--- src/rtl/print_pkg.sv ---
// print_pkg: shared encodings, states, ASCII constants and nibble formatter
package print_pkg;
  localparam logic [1:0] MODE_RAW      = 2'd0;
  localparam logic [1:0] MODE_HEX      = 2'd1;
  localparam logic [1:0] MODE_HEX_CRLF = 2'd2;
  localparam logic [1:0] MODE_RAW_CRLF = 2'd3;
  typedef enum logic [1:0] {IDLE, LOAD, SEND, DONE} state_t;
  localparam logic [7:0] ASCII_CR = 8'h0D;
  localparam logic [7:0] ASCII_LF = 8'h0A;
  localparam logic [7:0] ASCII_US = 8'h5F;
  function automatic logic [7:0] nib2ascii(input logic [3:0] n);
    return n < 4'd10 ? 8'h30 + {4'h0, n} : 8'h37 + {4'h0, n};
  endfunction
endpackage

--- src/rtl/posedge_sel.sv ---
// posedge_sel: rising-edge detector that ignores a level already high at reset release
module posedge_sel (
  input  logic clk,
  input  logic rstn,
  input  logic d,
  output logic p
);
  logic q, armed;
  // history of d, plus an arm bit set only once d has been seen low
  always_ff @(posedge clk or negedge rstn)
    if (!rstn) begin
      q     <= 1'b0;
      armed <= 1'b0;
    end else begin
      q     <= d;
      armed <= armed | ~d;
    end
  assign p = d & ~q & armed;
endmodule

--- src/rtl/print_fmt.sv ---
// print_fmt: prints a latched payload as raw byte or grouped hex, optional CRLF
module print_fmt import print_pkg::*; #(
  parameter int          DATA_W    = 32,
  parameter int          SEP_EVERY = 4,
  parameter logic [7:0]  SEP_CHAR  = ASCII_US
) (
  input  logic              clk,
  input  logic              rstn,
  input  logic [DATA_W-1:0] dout_tx,
  input  logic [1:0]        mode_tx,
  input  logic              req_tx,
  input  logic              rdy_tx,
  output logic              vld_tx,
  output logic [7:0]        d_tx,
  output logic              ack_tx,
  output logic              busy
);
  localparam int ND   = DATA_W / 4;
  localparam int NS   = SEP_EVERY > 0 ? (ND - 1) / SEP_EVERY : 0;
  localparam int MAXC = ND + NS + 2;
  localparam int CW   = $clog2(MAXC + 1);
  localparam int GW   = SEP_EVERY > 1 ? $clog2(SEP_EVERY) : 1;
  state_t st, st_n;
  logic [DATA_W-1:0] data_q;
  logic [1:0] mode_q;
  logic [CW-1:0] cc, pay_len, tot;
  logic [GW-1:0] gc;
  logic sep, start, hex, crlf, xfer, last;
  logic [7:0] ch;
  posedge_sel u_edge (.clk(clk), .rstn(rstn), .d(req_tx), .p(start));
  assign hex     = mode_q == MODE_HEX || mode_q == MODE_HEX_CRLF;
  assign crlf    = mode_q[1];
  assign pay_len = hex ? CW'(ND + NS) : CW'(1);
  assign tot     = pay_len + (crlf ? CW'(2) : CW'(0));
  assign last    = cc == tot - CW'(1);
  assign vld_tx  = st == SEND;
  assign ack_tx  = st == DONE;
  assign busy    = st != IDLE;
  assign xfer    = vld_tx & rdy_tx;
  assign d_tx    = vld_tx ? ch : 8'h00;
  // character for the current position: CRLF tail, raw byte, separator or hex digit
  always_comb
    ch = cc >= pay_len ? (cc == pay_len ? ASCII_CR : ASCII_LF) :
         !hex ? data_q[7:0] :
         sep ? SEP_CHAR : nib2ascii(data_q[DATA_W-1 -: 4]);
  // job state register
  always_ff @(posedge clk or negedge rstn)
    if (!rstn) st <= IDLE;
    else st <= st_n;
  // next state: only IDLE honours a start, SEND leaves on the last transfer
  always_comb begin
    st_n = st;
    st_n = st == IDLE ? (start ? LOAD : IDLE) :
           st == LOAD ? SEND :
           st == SEND ? (xfer && last ? DONE : SEND) : IDLE;
  end
  // payload latch, character counter and separator sequencing
  always_ff @(posedge clk or negedge rstn)
    if (!rstn) begin
      data_q <= '0;
      mode_q <= '0;
      cc     <= '0;
      gc     <= '0;
      sep    <= 1'b0;
    end else if (st == IDLE && start) begin
      data_q <= dout_tx;
      mode_q <= mode_tx;
      cc     <= '0;
      gc     <= '0;
      sep    <= 1'b0;
    end else if (xfer) begin
      cc <= cc + CW'(1);
      if (hex && cc < pay_len) begin
        if (sep) sep <= 1'b0;
        else begin
          data_q <= data_q << 4;
          if (SEP_EVERY > 0 && gc == GW'(SEP_EVERY - 1) && cc != pay_len - CW'(1)) begin
            sep <= 1'b1;
            gc  <= '0;
          end else if (SEP_EVERY > 0) gc <= gc + GW'(1);
        end
      end
    end
endmodule
--- config.mk ---
export PLATFORM = sky130hd
export DESIGN_NAME = print_fmt
export DESIGN_NICKNAME = d
export VERILOG_FILES = /design/src/rtl/print_pkg.sv /design/src/rtl/posedge_sel.sv /design/src/rtl/print_fmt.sv
export SDC_FILE = /design/constraint.sdc
export NUM_CORES = 1
export LEC_CHECK = 0
export ABC_AREA = 1
export BUFFER_PORTS_ARGS = -buffer_cell sky130_fd_sc_hd__buf_2
export CAP_MARGIN = 20
export CORE_MARGIN = 2
export CORE_UTILIZATION = 55
export CTS_CLUSTER_DIAMETER = 60
export DETAILED_ROUTE_END_ITERATION = 7
export MAX_ROUTING_LAYER = met4
export PLACE_DENSITY = 0.9
export SLEW_MARGIN = 40
export SYNTH_ARGS = -nofsm -noshare
export SYNTH_HDL_FRONTEND = slang
export SYNTH_SLANG_ARGS = --single-unit
--- constraint.sdc ---
create_clock -name clk -period 2.42 [get_ports clk]
set_input_delay 0.605 -clock clk [delete_from_list [all_inputs] [get_ports clk]]
set_output_delay 0.605 -clock clk [all_outputs]
set_load 0.01 [all_outputs]
==> results of run 1 <==
logic make-up after synthesis:
group                      share of synthesized area (%)
AOI/OAI and AO/OA                                   4.14
xor gates and xnor gates                           0.644
adders and majority gates                           5.06
buffers and inverters                               6.86
DFF                                                 41.4
and+or+nand+nor                                     41.9
placed cells by master, fill, tap and decap left out, types with 2 or more instances in the layout:
cell,Yosys,final
sky130_fd_sc_hd__a21oi_1,10,9
sky130_fd_sc_hd__buf_2,5,48
sky130_fd_sc_hd__buf_4,5,16
sky130_fd_sc_hd__clkbuf_8,0,6
sky130_fd_sc_hd__dfrtp_1,45,45
sky130_fd_sc_hd__ha_1,11,10
sky130_fd_sc_hd__inv_1,17,16
sky130_fd_sc_hd__inv_2,4,4
sky130_fd_sc_hd__nand2_1,103,100
sky130_fd_sc_hd__nand2_2,3,3
sky130_fd_sc_hd__nand2_4,4,7
sky130_fd_sc_hd__nand3_1,52,51
sky130_fd_sc_hd__nand3_2,30,30
sky130_fd_sc_hd__nand4_1,2,2
sky130_fd_sc_hd__nor2_1,13,11
sky130_fd_sc_hd__nor3_1,2,2
sky130_fd_sc_hd__o21ai_0,7,7
sky130_fd_sc_hd__o22ai_1,2,2
per-layer routing:
metal  track usage, %  vias up
met5                -        -
met4             10.7        0
met3             4.07       14
met2             38.9       78
met1             33.7     1125
li1                 -     1188
area by class of cell:
cell class	count	area, um^2	share of cell area [%]
clock inverters	2	13.8	0.427
flip-flops and latches	45	1130	35.0
inverters	21	81.3	2.53
repair buffers	64	360	11.2
well taps	67	83.8	2.60
multi-input cells	246	1470	45.7
clock buffers	6	82.6	2.56
sequential cells by signal, indices dropped and copies added, names as in the netlist:
signal	count
st	2
mode_q	2
cc	4
sep	1
u_edge.armed	1
gc	2
u_edge.q	1
data_q	32
repair_timing:
item | in CTS | in global routing
resized for setup | 6 | 9
hold endpoints to repair | 0 | 0
pin swaps | 3 | 6
cloned | 0 | 0
hold buffers | 0 | 0
setup endpoints to repair | 8 | 7
buffers inserted | 5 | 4
power by group:
group / total (W) / switching (W) / leakage (nW) / internal, W
Sequential: 0.00133 / 0.000276 / 0.570 / 0.00105
Clock: 0.000498 / 0.000266 / 0.0512 / 0.000232
Combinational: 0.00215 / 0.00128 / 1.10 / 0.000873
per-stage QoR:
step	worst slack, ps	utilization [%]	power [W]	setup TNS (ps)
after floorplan	199	-	0.00269	0
after global placement	189	62.8	0.00306	0
after detailed placement	108	62.9	0.00315	0
after CTS	2.47	66.4	0.00381	0
after global routing	-59.6	67.7	0.00429	-245
final	22.0	67.7	0.00398	0
worst paths after layout:
path	startpoint	slack, ps	end
worst max-delay path	mode_q[0]	20	d_tx[4]
worst min-delay path	rstn	190	st[0]
worst max register to register	st[1]	400	data_q[25]
worst min register to register	u_edge.armed	480	u_edge.armed
max in group asynchronous	rstn	1670	data_q[30]
min in group clk	req_tx	440	u_edge.q
==> qor_table.md, run 1 <==
| Result | Value |
|---|---|
| Number of cells in the design after placement | 434 |
| Wire length of the first global-routing pass | 10300 um |
| Proportion of layout cells with a drive suffix above 1 | 32.8% |
| Result of the run | finished, final reports clean |
| Slew Limit Fails | 0 |
| Kind of critical path | reg -> out |
| Setup-violating endpoint count in the final report | 0 |
| Count of nets after finishing | 432 |
| Height of the die | 74.3 um |
| Min-delay worst type | in -> async |
| Gpl congestion | 0.906 |
| Number of buffers and inverters on the critical path | 2 |
| Worst slew slack as a fraction of its limit | 61.5% |
| Cell at the slowest stage of the critical path | sky130_fd_sc_hd__dfrtp_1 |
| Via count of the first global-routing pass | 2211 |
| DR pass1 iterations | 4 |
| Row Count | 25 |
| Wire length on met3 | 326 um |
| Sequential cell area fraction in the yosys report | 41.4% |
| Cell type with the largest total area after synthesis | sky130_fd_sc_hd__dfrtp_1 |
| Synthesized instance count | 328 |
| Data required time at the worst endpoint | 1810 ps |
| Half-perimeter wire length after detailed placement | 4380 um |
| Endpoint arrival time on the critical path | 1790 ps |
| Total stage count of the critical path | 8 |
| Met1 routed wirelength after detailed routing | 2780 um |
| Aggregate routed wire length | 6380 um |
| Kind of capture point of the worst setup path | output port |
| # clock sinks | 45 |
| Fin cells | 451 |
| Synthesized cell area | 2720 um^2 |
| CTS tree | yes |
| Cell family contributing the most delay on the critical path | flip-flops |
| Via density per instance | 5.33 |
| Maximum VDD drop | 0.602 mV |
| Most frequent cell after synthesis | sky130_fd_sc_hd__nand2_1 |
| Power per cell area | 1240 nW/um^2 |
| Final cycle utilization of the critical path | 99.1% |
| Avg Inst Size Synth | 8.29 um^2 |
| DR WL met2 | 3130 um |
| Die width | 74.3 um |
| Slew at the pin closest to its max-slew limit | 578 ps |
| Main synth FF type | sky130_fd_sc_hd__dfrtp_1 |
| Maximum number of pins on one net before global-route repair | 49 |
| Top cells by count, synth | sky130_fd_sc_hd__nand2_1, sky130_fd_sc_hd__nand3_1, sky130_fd_sc_hd__dfrtp_1, sky130_fd_sc_hd__nand3_2, sky130_fd_sc_hd__inv_1 |
| H-tree Lvls | 2 |
| Top Ports | 49 |
| Placeable Area | 4750 um^2 |
| Worst hold margin | 188 ps |
| Final Hold Fails | 0 |
| Effective utilization at floorplan | 57.2% |
| Post-synthesis to final-layout area growth | 18.5% |
| Worst reg2reg path depth | 9 |
| Startpoint type of the worst setup path | flip-flop |
| Remaining global-route overflow | 0 |
| Buffer levels on the longest clock path | 2 |
| Crit-path most repeated cell | sky130_fd_sc_hd__nand2_4 |
| Setup repair after global routing missed its margin | yes |
| Post-Synthesis Net Count | 377 |
| Overall Global Routing Usage | 25.4% |
| Final-layout fill cell count | 369 |
| Delay of the slowest cell on the worst path | 420 ps |
| Count of state elements after synthesis | 45 |
| Post-route DRC | 0 |
| CTS Root Cell | sky130_fd_sc_hd__clkbuf_8 |
| Routed length per placed instance | 14.2 um |
| Minimum clock period after layout | 2400 ps |
| Antenna violations before repair | 0 |
| Clock-pin slew of the registers on the worst-case setup and hold paths | 80 ps |
| Top layer in use | met4 |
| Total die area | 5520 um^2 |
| Async set or reset register ratio after synthesis | 100% |
| Antenna viol nets, final | 0 |
| Instance area at placement | 2990 um^2 |
| Leakage | 1.72 nW |
| Number of warnings printed during yosys synthesis | 0 |
| Antenna fix cells | 0 |
| Highest achievable clock rate | 417 MHz |
| Via count | 2405 |
| Ranking of synthesized cells by area | sky130_fd_sc_hd__dfrtp_1, sky130_fd_sc_hd__nand2_1, sky130_fd_sc_hd__nand3_2 |
| Number of DRC violations after detailed-routing iteration 0 | 221 |
| Post-synth top area share | 41.4% |
| Skew-Pair Late Insertion Delay | 310 ps |
| Largest fanout on the critical path | 5 |
| Number of buffers inserted during clock tree synthesis | 5 |
| Clock Skew | 10.2 ps |
| Cell chain of the critical path | inv_2 -> nand2_4 -> nand2_4 -> ha_4 -> nand3_4 -> nand4_1 -> a211oi_2 -> buf_2 |
| Number of unique standard cell types used by synthesis | 26 |
| Area of all placed cells without fillers | 3220 um^2 |
| Max capacitance violation total | 0 |
| Port buffer count | 48 |
| EDFF count, synth | 0 |
Note: power is estimated with default switching activity, not from simulation.
==> run 2: changes to the inputs <==
CORE_ASPECT_RATIO = 0.75   (was default)
CORE_UTILIZATION = 48   (was 55)
PLACE_DENSITY = 0.81   (was 0.9)
==> run 2 against run 1 <==
Largest power group unchanged. Maximum frequency is 1.1% lower. Critical path depth is 1 higher. Non-clock buffer count is the same. Sequential share of layout area shrank 0.28 points. Clock skew decreased by 4.5 ps. Clock power down 7.8%. Sequential power is essentially flat. Cell area grew 0.82%. The run now ends with setup timing left. Power rose by 1.2%.
==> qor_table.md, run 2 (synthesis gave the netlist of run 1 again) <==
| Result | Value |
|---|---|
| Half-perimeter wire length after detailed placement | 4770 um |
| Port buffer count | 48 |
| Largest fanout on the critical path | 3 |
| Via count | 2380 |
| Buffer levels on the longest clock path | 2 |
| Kind of capture point of the worst setup path | output port |
| Cell family contributing the most delay on the critical path | simple AND/OR/NAND/NOR gates |
| Die width | 90.9 um |
| Post-synthesis to final-layout area growth | 19.4% |
| Max capacitance violation total | 0 |
| Highest achievable clock rate | 412 MHz |
| Count of nets after finishing | 432 |
| Number of DRC violations after detailed-routing iteration 0 | 141 |
| Setup_tns | -5.11 ps |
| Leakage | 1.71 nW |
| Worst R2R Setup Slack | 500 ps |
| Endpoint arrival time on the critical path | 1820 ps |
| Clock Skew | 5.68 ps |
| Slew Limit Fails | 0 |
| Crit-path most repeated cell | sky130_fd_sc_hd__nand2_2 |
| Maximum VDD drop | 0.513 mV |
| Via density per instance | 5.19 |
| # clock sinks | 45 |
| Proportion of layout cells with a drive suffix above 1 | 34.6% |
| Routed length per placed instance | 14.3 um |
| Placeable Area | 5410 um^2 |
| Final-layout fill cell count | 499 |
| Wire length of the first global-routing pass | 10900 um |
| Total die area | 6290 um^2 |
| CTS tree | yes |
| Total power | 0.00403 W |
| Failing checks | setup timing |
| Reg-to-reg critical path startpoint | st[0] |
| Cell chain of the critical path | inv_2 -> nand2_2 -> nand2_2 -> ha_4 -> nand2_4 -> nand4_1 -> buf_4 -> nor2_2 -> buf_2 |
| Worst slew slack as a fraction of its limit | 57.9% |
| Via count of the first global-routing pass | 2329 |
| Effective utilization at floorplan | 50.3% |
| Min-delay worst type | in -> async |
| Maximum number of pins on one net before global-route repair | 36 |
| H-tree Lvls | 2 |
| Remaining global-route overflow | 0 |
| Top Ports | 49 |
| Overall Global Routing Usage | 22.0% |
| CTS Root Cell | sky130_fd_sc_hd__clkbuf_8 |
| Height of the die | 69.2 um |
| Kind of critical path | reg -> out |
| Hold buffers post-CTS | 0 |
| Worst reg2reg path depth | 8 |
| Row Count | 23 |
| Post-route DRC | 0 |
| Setup-violating endpoint count in the final report | 1 |
| Final Hold Fails | 0 |
| Leading registers by flop count | data_q x32, cc x4 |
| Gpl congestion | 0.934 |
| Skew-Pair Late Insertion Delay | 300 ps |
| Clock-pin slew of the registers on the worst-case setup and hold paths | 90 ps |
| Number of buffers and inverters on the critical path | 3 |
| Slew at the pin closest to its max-slew limit | 629 ps |
| Final cycle utilization of the critical path | 100% |
| Delay of the slowest cell on the worst path | 430 ps |
| Commonest non-fill, non-tap cells in the layout | sky130_fd_sc_hd__nand2_1, sky130_fd_sc_hd__nand3_1, sky130_fd_sc_hd__buf_2 |
| Aggregate routed wire length | 6570 um |
| Final worst setup slack | -5.11 ps |
| Startpoint type of the worst setup path | flip-flop |
| Antenna viol nets, final | 0 |
| Most common cell after layout, fill and taps aside | sky130_fd_sc_hd__nand2_1 |
| Number of buffers inserted during clock tree synthesis | 5 |
| Antenna fix cells | 0 |
| Max reg flops | 32 |
| Launch point of the critical path | mode_q[1] |
| DR pass1 iterations | 4 |
| Worst reg2reg endpoint | data_q[25] |
| Minimum clock period after layout | 2430 ps |
| Cell at the slowest stage of the critical path | sky130_fd_sc_hd__dfrtp_1 |
| Result of the run | finished, violations left |
| Antenna violations before repair | 0 |
| Power per cell area | 1240 nW/um^2 |
| Setup repair after global routing missed its margin | yes |
| Reg with most FFs | data_q |
| Data required time at the worst endpoint | 1810 ps |
==> run 2: what timing repair did <==
item	4_1_cts	5_1_grt
setup buffers	6	1
gates resized for setup	9	13
endpoints found under the hold margin	0	0
setup endpoints to repair	8	8
pin swaps	9	5
==> run 2: worst max path at each step <==
stage | cells past startpoint | slack [ps] | end
6_report | 9 | -5 | d_tx[6]
5_1_grt | 9 | -90 | d_tx[6]
3_3_place_gp | 8 | 220 | d_tx[4]
3_5_place_dp | 8 | 120 | d_tx[4]
2_1_floorplan | 7 | 200 | d_tx[4]
4_1_cts | 10 | -9 | d_tx[3]
==> run 2: layer usage <==
layer  track usage (%)  vias up  routed length [um]
li1                  -     1183                   -
met1              31.2     1118                3090
met2              32.9       73                3000
met3              4.02        6                 416
met4              6.06        0                  58
met5                 -        -                   0
==> run 2: where the power goes <==
group	total (W)	switching, W	internal (W)
Combinational	0.00223	0.00132	0.000905
Clock	0.000459	0.000259	0.000200
Sequential	0.00134	0.000286	0.00105
Total	0.00403	0.00187	0.00216
==> run 2: area by class of cell <==
class / count / area (um^2) / area share (%)
Clock buffer: 5 / 68.8 / 2.12
Timing Repair Buffer: 64 / 380 / 11.7
Clock inverter: 3 / 17.5 / 0.539
Sequential cell: 45 / 1130 / 34.7
Inverter: 21 / 78.8 / 2.43
Multi-Input combinational cell: 246 / 1480 / 45.6
Tap cell: 75 / 93.8 / 2.89
==> run 2: metrics by stage <==
| step | area (um^2) | setup slack, ps | instances | util [%] | hold WS [ps] |
|---|---|---|---|---|---|
| 2_1_floorplan | 2720 | 199 | 328 | - | 309 |
| 3_3_place_gp | 3030 | 220 | 444 | 55.9 | 462 |
| 3_5_place_dp | 3030 | 120 | 444 | 55.9 | 475 |
| 4_1_cts | 3200 | -9.40 | 458 | 59.1 | 212 |
| 5_1_grt | 3250 | -87.8 | 459 | 60.0 | 231 |
| 6_report | 3250 | -5.11 | 459 | 60.0 | 209 |
==> run 3: changes to the inputs <==
CORE_ASPECT_RATIO = 1.5   (was 0.75)
==> run 3 against run 2 <==
Sequential share of layout area shrank 0.19 points. Sequential cell count is the same. Power grew 5.4%. Core utilization shrank 0.12 points. Clock-buffer cell count stayed put. The run now ends clean.
==> qor_table.md, run 3 (synthesis gave the netlist of run 1 again) <==
| Result | Value |
|---|---|
| Most common cell after layout, fill and taps aside | sky130_fd_sc_hd__nand2_1 |
| Kind of capture point of the worst setup path | output port |
| Max reg flops | 32 |
| # clock sinks | 45 |
| Cell family contributing the most delay on the critical path | simple AND/OR/NAND/NOR gates |
| Antenna violations before repair | 0 |
| Effective utilization at floorplan | 49.9% |
| Final cycle utilization of the critical path | 100% |
| Via count of the first global-routing pass | 2343 |
| Reg with most FFs | data_q |
| Proportion of layout cells with a drive suffix above 1 | 34.1% |
| Min-delay worst type | in -> async |
| Leakage | 1.73 nW |
| Wire length of the first global-routing pass | 11000 um |
| Commonest non-fill, non-tap cells in the layout | sky130_fd_sc_hd__nand2_1, sky130_fd_sc_hd__nand3_1, sky130_fd_sc_hd__buf_2 |
| Number of buffers and inverters on the critical path | 3 |
| Startpoint type of the worst setup path | flip-flop |
| Clock-pin slew of the registers on the worst-case setup and hold paths | 90 ps |
| Crit-path most repeated cell | sky130_fd_sc_hd__nand2_2 |
| Gpl congestion | 0.940 |
| Total power | 0.00424 W |
| Half-perimeter wire length after detailed placement | 4620 um |
| Antenna fix cells | 0 |
| Max capacitance violation total | 0 |
| Clock Skew | 14.8 ps |
| Setup repair after global routing missed its margin | yes |
| Flip-flop and latch area | 1130 um^2 |
| Worst slew slack as a fraction of its limit | 61.2% |
| Routed length per placed instance | 14.5 um |
| Total die area | 6290 um^2 |
| Via count | 2444 |
| Placeable Area | 5450 um^2 |
| Skew-Pair Late Insertion Delay | 310 ps |
| Kind of critical path | reg -> out |
| Power per cell area | 1300 nW/um^2 |
| Port buffer count | 48 |
| CTS tree | yes |
| Maximum number of pins on one net before global-route repair | 49 |
| Post-route DRC | 0 |
| Cell chain of the critical path | inv_2 -> nand2_2 -> nand2_2 -> ha_4 -> nand3_4 -> nand4_1 -> buf_4 -> nor2_2 -> buf_2 |
| Antenna viol nets, final | 0 |
| Number of DRC violations after detailed-routing iteration 0 | 103 |
| Die width | 65.5 um |
| Maximum VDD drop | 0.727 mV |
| Area of all placed cells without fillers | 3260 um^2 |
| Total stage count of the critical path | 9 |
| Top Ports | 49 |
| Remaining global-route overflow | 0 |
| Via density per instance | 5.38 |
| Number of buffers inserted during clock tree synthesis | 5 |
| Worst setup slack before clock tree synthesis | 163 ps |
| Final worst setup slack | 0.168 ps |
| Area of the multi-input gates | 1470 um^2 |
| DR pass1 iterations | 4 |
| H-tree Lvls | 2 |
| Count of nets after finishing | 432 |
| Minimum clock period after layout | 2420 ps |
| Highest achievable clock rate | 413 MHz |
| Largest fanout on the critical path | 3 |
| Worst reg2reg path depth | 9 |
| Leading registers by flop count | data_q x32, cc x4 |
| Row Count | 33 |
| Cell at the slowest stage of the critical path | sky130_fd_sc_hd__dfrtp_1 |
| Slew Limit Fails | 0 |
| Setup-violating endpoint count in the final report | 0 |
| Final core utilization | 59.9% |
| Overall Global Routing Usage | 23.4% |
| Final-layout fill cell count | 512 |
| Slew at the pin closest to its max-slew limit | 582 ps |
| Aggregate routed wire length | 6600 um |
| Instance area at placement | 3010 um^2 |
| Result of the run | finished, final reports clean |
| Final Hold Fails | 0 |
| Endpoint arrival time on the critical path | 1810 ps |
| Delay of the slowest cell on the worst path | 420 ps |
| Height of the die | 96.2 um |
| Buffer levels on the longest clock path | 2 |
| Post-synthesis to final-layout area growth | 20.1% |
| Hold buffers post-CTS | 0 |
| Data required time at the worst endpoint | 1810 ps |
| CTS Root Cell | sky130_fd_sc_hd__clkbuf_8 |
## run 3: path summary, 6_finish.rpt
path | from | endpoint | slack, ps
worst max-delay path | mode_q[0] | d_tx[7] | 0.2
worst min-delay path | rstn | u_edge.armed | 250
worst max register to register | st[0] | data_q[17] | 420
worst min register to register | u_edge.armed | u_edge.armed | 490
max in group asynchronous | rstn | mode_q[1] | 1580
min in group clk | req_tx | u_edge.q | 430
## run 3: timing repair
action                                  CTS  global route
setup buffers                             5             2
resized for setup                        10             8
pin swaps                                 4            15
endpoints found under the setup margin    8             8
## run 3: where the power goes
part	internal (W)	switching, W
Combinational	0.000903	0.00133
Clock	0.000410	0.000268
Sequential	0.00105	0.000282
## run 3: routing by layer
metal	vias to the layer above	share of wire, %	GRT usage, %
li1	1184	-	-
met1	1160	39	27.8
met2	79	53	38.4
met3	21	4.4	4.09
met4	0	3.6	11.1
met5	-	0	-
## run 3: stage by stage
| stage | setup TNS (ps) | hold slack (ps) | std cells |
|---|---|---|---|
| floorplan | 0 | 309 | 328 |
| global placement | 0 | 458 | 439 |
| detailed placement | 0 | 467 | 439 |
| CTS | 0 | 265 | 452 |
| global route | -659 | 277 | 454 |
| finish | 0 | 250 | 454 |
## run 3: worst register-to-register path: stages (launching register included)
cell and delay [ps]:
sky130_fd_sc_hd__dfrtp_1 410, sky130_fd_sc_hd__inv_1 90, sky130_fd_sc_hd__ha_1 200, sky130_fd_sc_hd__nand2_1 100, sky130_fd_sc_hd__nor3_4 200, sky130_fd_sc_hd__buf_4 350, sky130_fd_sc_hd__nor2_1 80, sky130_fd_sc_hd__buf_4 220
sky130_fd_sc_hd__nand3_1 140, sky130_fd_sc_hd__nand3_1 90
## run 3: layout make-up
| type | count | area share [%] |
|---|---|---|
| timing repair buffer | 64 | 11.2 |
| clock inverter | 3 | 1.99 |
| inverter | 21 | 2.49 |
| tap | 70 | 2.68 |
| clock buffer | 5 | 2.11 |
| sequential | 45 | 34.5 |
| multi-input combinational | 246 | 45.1 |
